<file path="src/rtl/alarm_bank.sv">
// alarm_bank: NUM_ALARMS day-masked alarms with ring timeout and global ack.
// Define ALARM_BANK_SNOOZE_EN to build the bounded snooze path (SNOOZED state).
module alarm_bank #(
    parameter int NUM_ALARMS = 4,
    parameter int RING_MIN   = 3,
    parameter int SNOOZE_MIN = 5,
    parameter int MAX_SNOOZE = 3,
    localparam int IW = (NUM_ALARMS > 1) ? $clog2(NUM_ALARMS) : 1
) (
    input  logic                  clk,
    input  logic                  rst,
    input  logic                  min_tick,
    input  logic [6:0]            tmin,
    input  logic [6:0]            thrs,
    input  logic [2:0]            tdays,
    input  logic                  prog_we,
    input  logic [IW-1:0]         prog_idx,
    input  logic [6:0]            prog_min,
    input  logic [6:0]            prog_hrs,
    input  logic [6:0]            prog_days,
    input  logic                  prog_on,
    input  logic                  ack,
    input  logic                  snooze,
    output logic                  buzz,
    output logic [NUM_ALARMS-1:0] ringing,
    output logic [NUM_ALARMS-1:0] snoozed
);

    typedef enum logic [1:0] {
        ST_IDLE    = 2'd0,
        ST_RINGING = 2'd1,
        ST_SNOOZED = 2'd2
    } state_t;

    logic [6:0]            cfg_min_q  [NUM_ALARMS];
    logic [6:0]            cfg_hrs_q  [NUM_ALARMS];
    logic [6:0]            cfg_days_q [NUM_ALARMS];
    logic [NUM_ALARMS-1:0] cfg_on_q;

    state_t                st_q   [NUM_ALARMS];
    state_t                st_d   [NUM_ALARMS];
    logic [5:0]            ring_q [NUM_ALARMS];
    logic [5:0]            ring_d [NUM_ALARMS];
`ifdef ALARM_BANK_SNOOZE_EN
    logic [5:0]            snz_q  [NUM_ALARMS];
    logic [5:0]            snz_d  [NUM_ALARMS];
    logic [2:0]            used_q [NUM_ALARMS];
    logic [2:0]            used_d [NUM_ALARMS];
`else
    logic                  unused_snz;
    assign unused_snz = ^{snooze, 6'(SNOOZE_MIN), 3'(MAX_SNOOZE)};
`endif

    logic [NUM_ALARMS-1:0] prog_hit;
    logic [NUM_ALARMS-1:0] match;
    logic                  buzz_q;
    logic                  buzz_d;

    // An out-of-range prog_idx decodes to no channel, so the write is dropped.
    always_comb begin
        for (int i = 0; i < NUM_ALARMS; i++) begin
            prog_hit[i] = prog_we && (prog_idx == IW'(i));
            match[i]    = min_tick && cfg_on_q[i] && (tmin == cfg_min_q[i]) &&
                          (thrs == cfg_hrs_q[i]) && (tdays != 3'd7) &&
                          cfg_days_q[i][tdays];
        end
    end

    // NOTE: every next-state variable gets its hold value first, so no path
    // through the priority chain can leave one unassigned and infer a latch.
    always_comb begin
        buzz_d = 1'b0;
        for (int i = 0; i < NUM_ALARMS; i++) begin
            st_d[i]   = st_q[i];
            ring_d[i] = ring_q[i];
`ifdef ALARM_BANK_SNOOZE_EN
            snz_d[i]  = snz_q[i];
            used_d[i] = used_q[i];
`endif
            if (prog_hit[i]) begin
                st_d[i]   = ST_IDLE;
                ring_d[i] = '0;
`ifdef ALARM_BANK_SNOOZE_EN
                snz_d[i]  = '0;
                used_d[i] = '0;
`endif
            end else if (ack) begin
                st_d[i]   = ST_IDLE;
                ring_d[i] = '0;
`ifdef ALARM_BANK_SNOOZE_EN
                snz_d[i]  = '0;
            end else if (snooze && (st_q[i] == ST_RINGING) &&
                         (used_q[i] < 3'(MAX_SNOOZE))) begin
                st_d[i]   = ST_SNOOZED;
                snz_d[i]  = 6'(SNOOZE_MIN);
                used_d[i] = used_q[i] + 3'd1;
`endif
            end else if (min_tick) begin
                case (st_q[i])
                    ST_IDLE: begin
                        if (match[i]) begin
                            st_d[i]   = ST_RINGING;
                            ring_d[i] = 6'(RING_MIN);
`ifdef ALARM_BANK_SNOOZE_EN
                            used_d[i] = '0;
`endif
                        end
                    end
                    ST_RINGING: begin
                        if (ring_q[i] == 6'd1) begin
                            st_d[i]   = ST_IDLE;
                            ring_d[i] = '0;
                        end else begin
                            ring_d[i] = ring_q[i] - 6'd1;
                        end
                    end
`ifdef ALARM_BANK_SNOOZE_EN
                    ST_SNOOZED: begin
                        if (snz_q[i] == 6'd1) begin
                            st_d[i]   = ST_RINGING;
                            ring_d[i] = 6'(RING_MIN);
                            snz_d[i]  = '0;
                        end else begin
                            snz_d[i]  = snz_q[i] - 6'd1;
                        end
                    end
`endif
                    default: st_d[i] = ST_IDLE;
                endcase
            end
            buzz_d = buzz_d | (st_d[i] == ST_RINGING);
        end
    end

    // NOTE: the configuration array is a handful of flops, not a RAM, and
    // must read as cleared after reset, so it sits in the reset branch.
    always_ff @(posedge clk or posedge rst) begin
        if (rst) begin
            for (int i = 0; i < NUM_ALARMS; i++) begin
                cfg_min_q[i]  <= '0;
                cfg_hrs_q[i]  <= '0;
                cfg_days_q[i] <= '0;
                st_q[i]       <= ST_IDLE;
                ring_q[i]     <= '0;
`ifdef ALARM_BANK_SNOOZE_EN
                snz_q[i]      <= '0;
                used_q[i]     <= '0;
`endif
            end
            cfg_on_q <= '0;
            buzz_q   <= 1'b0;
        end else begin
            // NOTE: non-blocking throughout, so every channel sees the same
            // pre-edge state regardless of statement order.
            for (int i = 0; i < NUM_ALARMS; i++) begin
                if (prog_hit[i]) begin
                    cfg_min_q[i]  <= prog_min;
                    cfg_hrs_q[i]  <= prog_hrs;
                    cfg_days_q[i] <= prog_days;
                    cfg_on_q[i]   <= prog_on;
                end
                st_q[i]   <= st_d[i];
                ring_q[i] <= ring_d[i];
`ifdef ALARM_BANK_SNOOZE_EN
                snz_q[i]  <= snz_d[i];
                used_q[i] <= used_d[i];
`endif
            end
            buzz_q <= buzz_d;
        end
    end

    always_comb begin
        for (int i = 0; i < NUM_ALARMS; i++) begin
            ringing[i] = (st_q[i] == ST_RINGING);
`ifdef ALARM_BANK_SNOOZE_EN
            snoozed[i] = (st_q[i] == ST_SNOOZED);
`else
            snoozed[i] = 1'b0;
`endif
        end
    end

    assign buzz = buzz_q;

endmodule

</file>
<file path="config.mk">
export PLATFORM = sky130hd
export DESIGN_NAME = alarm_bank
export DESIGN_NICKNAME = d
export VERILOG_FILES = /design/src/rtl/alarm_bank.sv
export SDC_FILE = /design/constraint.sdc
export NUM_CORES = 1
export LEC_CHECK = 0
export BUFFER_PORTS_ARGS = -buffer_cell sky130_fd_sc_hd__buf_2
export CORE_ASPECT_RATIO = 0.9
export CORE_MARGIN = 4
export CORE_UTILIZATION = 35
export CTS_CLUSTER_SIZE = 14
export DETAILED_ROUTE_END_ITERATION = 10
export PLACE_DENSITY_LB_ADDON = 0.08
export SYNTH_ARGS = -nofsm -noshare
export SYNTH_HDL_FRONTEND = slang
export SYNTH_SLANG_ARGS = --single-unit
export TNS_END_PERCENT = 5
</file>
<file path="constraint.sdc">
create_clock -name clk -period 5.05 [get_ports clk]
set_input_delay 1.515 -clock clk [delete_from_list [all_inputs] [get_ports clk]]
set_output_delay 1.515 -clock clk [all_outputs]
set_load 0.1 [all_outputs]
</file>
---- Word level (Yosys, flattened, before mapping) ----
Cells that the tools add are included.
word-level totals
  bits in registers ....................... 121
  bits of input ports ..................... 47
  logic and storage cells ................. 158
operators by class
  $add $sub $neg .......................... 4
  $lt $le $gt $ge ......................... 1
  equal/unequal tests ..................... 28
  muxes and demuxes ....................... 56
  bitwise operators ....................... 3
  reduce and logical (&&, ||, !) cells .... 41
operators by type and width
  cell                   count
  $mux W6                20
  $eq A7 B7 Y1           8
  $pmux W6 S2            4
  $mux W2                20
  $eq A6 B1 Y1 const B   4
  $logic_and A1 B1 Y1    24
  $sub A6 B1 Y6 const B  4
  $eq A2 B1 Y1 const B   9
  $ne A4 B4 Y1 const B   4
  $pmux W2 S2            4
  $reduce_bool A4 Y1     4
  $bmux W1 S3            4
  $reduce_and A3 Y1      4
  $reduce_bool A3 Y1     4
  $logic_not A2 Y1       5
  $eq A2 B2 Y1 const B   2
  $lt A3 B4 Y1 const B   1
  $mux W1                4
  $ne A3 B3 Y1 const B   1
  $or A1 B1 Y1           3

---- Logic depth before layout (Yosys ltp) ----
  depth in word-level cells ............... 14
  mapped depth ............................ 8
  gate-level depth less buffers ........... 7

---- Least setup slack after synthesis ----
OpenSTA, ideal clock, no wires.
  path kind ............................... register to output
  from .................................... register st_q[1] (netlist name)
  to ...................................... output port ringing[3]
  arrival time ............................ 1.876 ns
  required time ........................... 3.535 ns
  path slack .............................. 1.659 ns
  stages on the path, launching flop included .. 2
  buffers on the path ..................... 0
  cells stage by stage .................... dfrtp_1 -> nor2b_1
between the ends
  cells in the longest elaborated chain, start to end .. 1
ends and longest elaborated chain
  item                               line  RTL
  from (decl)                        40    state_t st_q [NUM_ALARMS];
  from (signal, indexed assignment)  162   st_q[i] <= st_d[i];
  $eq A2 B1 Y1                       175   ringing[i] = (st_q[i] == ST_RINGING);
  to (decl)                          25    output logic [NUM_ALARMS-1:0] ringing,
No other way between the ends.

---- Worst setup path in the final report ----
Same ends and word-level chain as after synthesis.

==> summary.md <==
| Metric | Value |
|---|---|
| Run status | `finished, final reports clean` |
| Placed Cells incl. Taps | `around 790` |
| Multiplexer area fraction after synthesis | `0.1863` |
| Fin. max-slew vios | `0` |
| Post-synth EDFFs | `0` |
| Critical path arrival | `1.78 ns` |
| Global-route wire length before repair | `roughly 23000 µm` |
| Maximum fanout along the worst path | `6` |
| Worst path required time | `around 3.5 ns` |
| Syn-to-layout area delta | `17.88%` |
| Startpoint Class | `flop` |
| Flop pwr share | `0.423` |
| Routed wire length | `roughly 14000 µm` |
| Hold Crit Class | `reg -> reg` |
| Total chip power | `2808 µW` |
| Fillers | `roughly 1700` |
| Main combinational cell family by area after synthesis | `multiplexers` |
| Fin area | `between 7000 and 8000 µm²` |
| CP max-delay cell | `buf_2` |
| Vias per std cell | `5.020` |
| Clk pwr share | `0.432` |
| Port bufs | `50` |
| Power per cell area | `385.9 nW/µm²` |
| Post-route setup slack | `between 1.5 and 2 ns` |
| Complex-gate fraction of the synthesized area | `0.08514` |
| DIE WIDTH | `148.0 µm` |
| P_int | `2054 µW` |
| DR vias | `roughly 4100` |
| All-Layer GR Usage | `0.1543` |
| F_max | `0.3033 GHz` |
| H-tree depth | `4` |
| Leak pwr | `approximately 0.0032 µW` |
| Slowest stage delay, CP | `around 0.52 ns` |
| CTS clk-pin slew, worst paths | `0.06 ns` |
| Crit-path cells | `nor2b_1 > buf_2` |
| Max IR drop VDD | `0.2189 mV` |
| Period Utilization, post-route | `0.6528` |
| Mapped cell area | `roughly 6200 µm²` |
| Num CTS Buffers | `17` |
| Prevailing post-synth register cell | `dfrtp_1` |
| Setup-failing EPs final | `0` |
| Worst Skew | `0.01256 ns` |
| Remaining Overflow, GRT | `0` |
| Synth async-reset ratio | `1.000` |
| IO Count | `56` |
| # hold bufs at CTS | `0` |
| Yosys reg bits | `121` |
| Fin cells | `approximately 820` |
| Global placer's final weighted congestion | `between 0.7 and 0.8` |
| Setup CP Type | `reg -> out` |
| First drt pass iteration count | `4` |
| Post-synthesis simple-gate area fraction | `0.1109` |
| Seq/Total Area, Yosys | `0.4906` |
| Post-CTS resize count | `0` |
| Pre-CTS setup slack | `1.404 ns` |
| Clock latency on the worst-skew pair | `roughly 0.42 ns` |
| Post-route ant nets | `0` |
| Synth Area in Adders | `0.01622` |
| CTS tree | `done` |
| P_sw | `roughly 750 µW` |
| CTS max path bufs | `2` |
| Max-cap violations | `0` |
| Placed wire-length estimate | `10320 µm` |
| Vias in the first global route | `approximately 4300` |
| Synth warn | `0` |
| Die ar. | `between 15000 and 20000 µm²` |
| Clock Sinks | `~120` |
| Post-CTS Setup Repair Bufs | `0` |
| DR WL/cell | `between 15 and 20 µm` |
| Pin count of the biggest net entering global routing | `89` |
| Nets | `roughly 630` |
| Initial antenna violation count | `1` |
| XOR/XNOR Fraction of Synth Area | `0.08088` |
| Comb pwr share | `0.145` |
| Root Driver | `clkbuf_16` |
| Cell count after synthesis | `about 510` |
| Post-DP Area | `approximately 6700 µm²` |
| Worst-Margin Slew | `roughly 0.90 ns` |
| CP endpoint kind | `primary output` |
| Core area | `roughly 17000 µm²` |
| Sum Neg Setup Slack | `0 ns` |
| Residual DRC | `0` |
| Unrepaired setup endpoints after global routing | `no` |
| # diodes | `0` |
| Minimum clock period after layout | `~3.3 ns` |
| Initial core utilization | `0.3606` |
| Final number of hold-violating endpoints | `0` |
| Initial DRC count | `207` |
| Die H | `between 100 and 150 µm` |
| Switching fraction of total power | `0.2683` |
| Library cells used by synthesis | `56` |
| Mapped Avg Cell Area | `12.01 µm²` |
| Layout cells sized above 1 | `0.3271` |
| Slew margin rel. | `0.3911` |
| Placement Rows | `between 40 and 50` |
[worst paths after layout]
path | startpoint | endpoint | slack (ns) | cells past startpoint
min | ring_q[4] | ring_q[4] | 0.50 | 1
max | st_q[1] | ringing[3] | 1.75 | 2
min reg2reg | ring_q[4] | ring_q[4] | 0.50 | 1
min in group asynchronous | rst | ring_q[7] | 1.11 | 2
max reg2reg | cfg_min_q[6] | ring_q[4] | 2.67 | 6
max in group asynchronous | rst | cfg_on_q[1] | 3.10 | 3
[flip-flops by register name, indices dropped and copies added, names as in the netlist]
register,cells
st_q,8
cfg_min_q,28
cfg_days_q,28
ring_q,24
cfg_hrs_q,28
cfg_on_q,4
buzz,1
[synthesized netlist by cell type (6+ instances only)]
cell	instances	share of area
and3_1	6	0.0061
xnor2_1	22	0.031
nand4_1	7	0.0071
nor4_1	8	0.0081
mux2i_1	8	0.013
inv_1	21	0.013
nor2_1	29	0.018
o21ai_0	11	0.0089
nor3_1	11	0.0089
xor2_1	35	0.050
nor2b_1	10	0.010
a21oi_1	7	0.0057
mux2_2	87	0.16
a22o_1	9	0.013
nand3_1	10	0.0081
nand2_1	15	0.0091
ha_1	8	0.016
dfrtp_1	121	0.49
clkbuf_1	13	0.0079
[power groups by stage]
stage	Combinational (µW)	Clock, µW	Sequential (µW)
2_1_floorplan	307	0	1190
3_3_place_gp	409	0	1200
3_5_place_dp	416	0	1210
4_1_cts	418	1250	1190
5_1_grt	450	1290	1200
6_report	407	1210	1190
[routing by layer]
layer / share of wire / GRT usage / wire, µm / up-vias
met2: 0.47 / 0.2463 / 6800 / 72
met1: 0.48 / 0.2034 / 6873 / 2043
met4: 0.015 / 0.05131 / 215 / 2
met3: 0.038 / 0.04358 / 551 / 18
li1: - / - / - / 1976
met5: 0.00097 / 0 / 14 / -
[area by class of cell]
type | instances | area [µm²] | share of cell area
clock buffers | 17 | 425.4 | 0.05847
well taps | 235 | 294.0 | 0.04041
flip-flops and latches | 121 | 3028 | 0.4162
repair buffers | 55 | 300.3 | 0.04127
multi-input cells | 355 | 2979 | 0.4095
clock inverters | 15 | 167.7 | 0.02304
inverters | 21 | 81.33 | 0.01118
[stage by stage]
step             util  hold slack (ns)
2_1_floorplan       -           0.4668
3_3_place_gp   0.3904           0.4841
3_5_place_dp   0.3904           0.4920
4_1_cts        0.4251           0.5047
5_1_grt        0.4251           0.5030
6_report       0.4251           0.4971
[layout by cell type (no fill, tap or decap), drive strengths merged, types with 3 or more instances in the layout]
master and count:
nor4 10, o22ai 5, nor2b 10, xor2 35
and2 3, clkinv 7, inv 26, xnor2 22
o221ai 4, mux2 87, nor2 29, nand4b 4
ha 8, a21oi 8, clkbuf 17, nand3 10
a211oi 3, nor3b 4, o21ai 12, or3 4
a22o 9, nand3b 6, mux4 4, mux2i 8
nor3 11, buf 55, o211ai 3, dfrtp 121
conb 4, and3 6, nand2 15, nand4 7
[worst max-delay path: cells and delay by family, from the launching register on]
family / cells / cell delay (ns)
buffers and inverters: 1 / 0.52
DFF: 1 / 0.42
and+or+nand+nor: 1 / 0.42
[cells by family (layout without fill, tap and decap cells)]
kind of cell,after synthesis,after routing
and+or+nand+nor,123,123
DFF,121,121
muxes,99,99
AOI/OAI and AO/OA,64,64
xor gates and xnor gates,57,57
buffers and inverters,41,108
adders and majority gates,8,8
other,1,4
No activity file was read; power rests on OpenSTA's default activity.
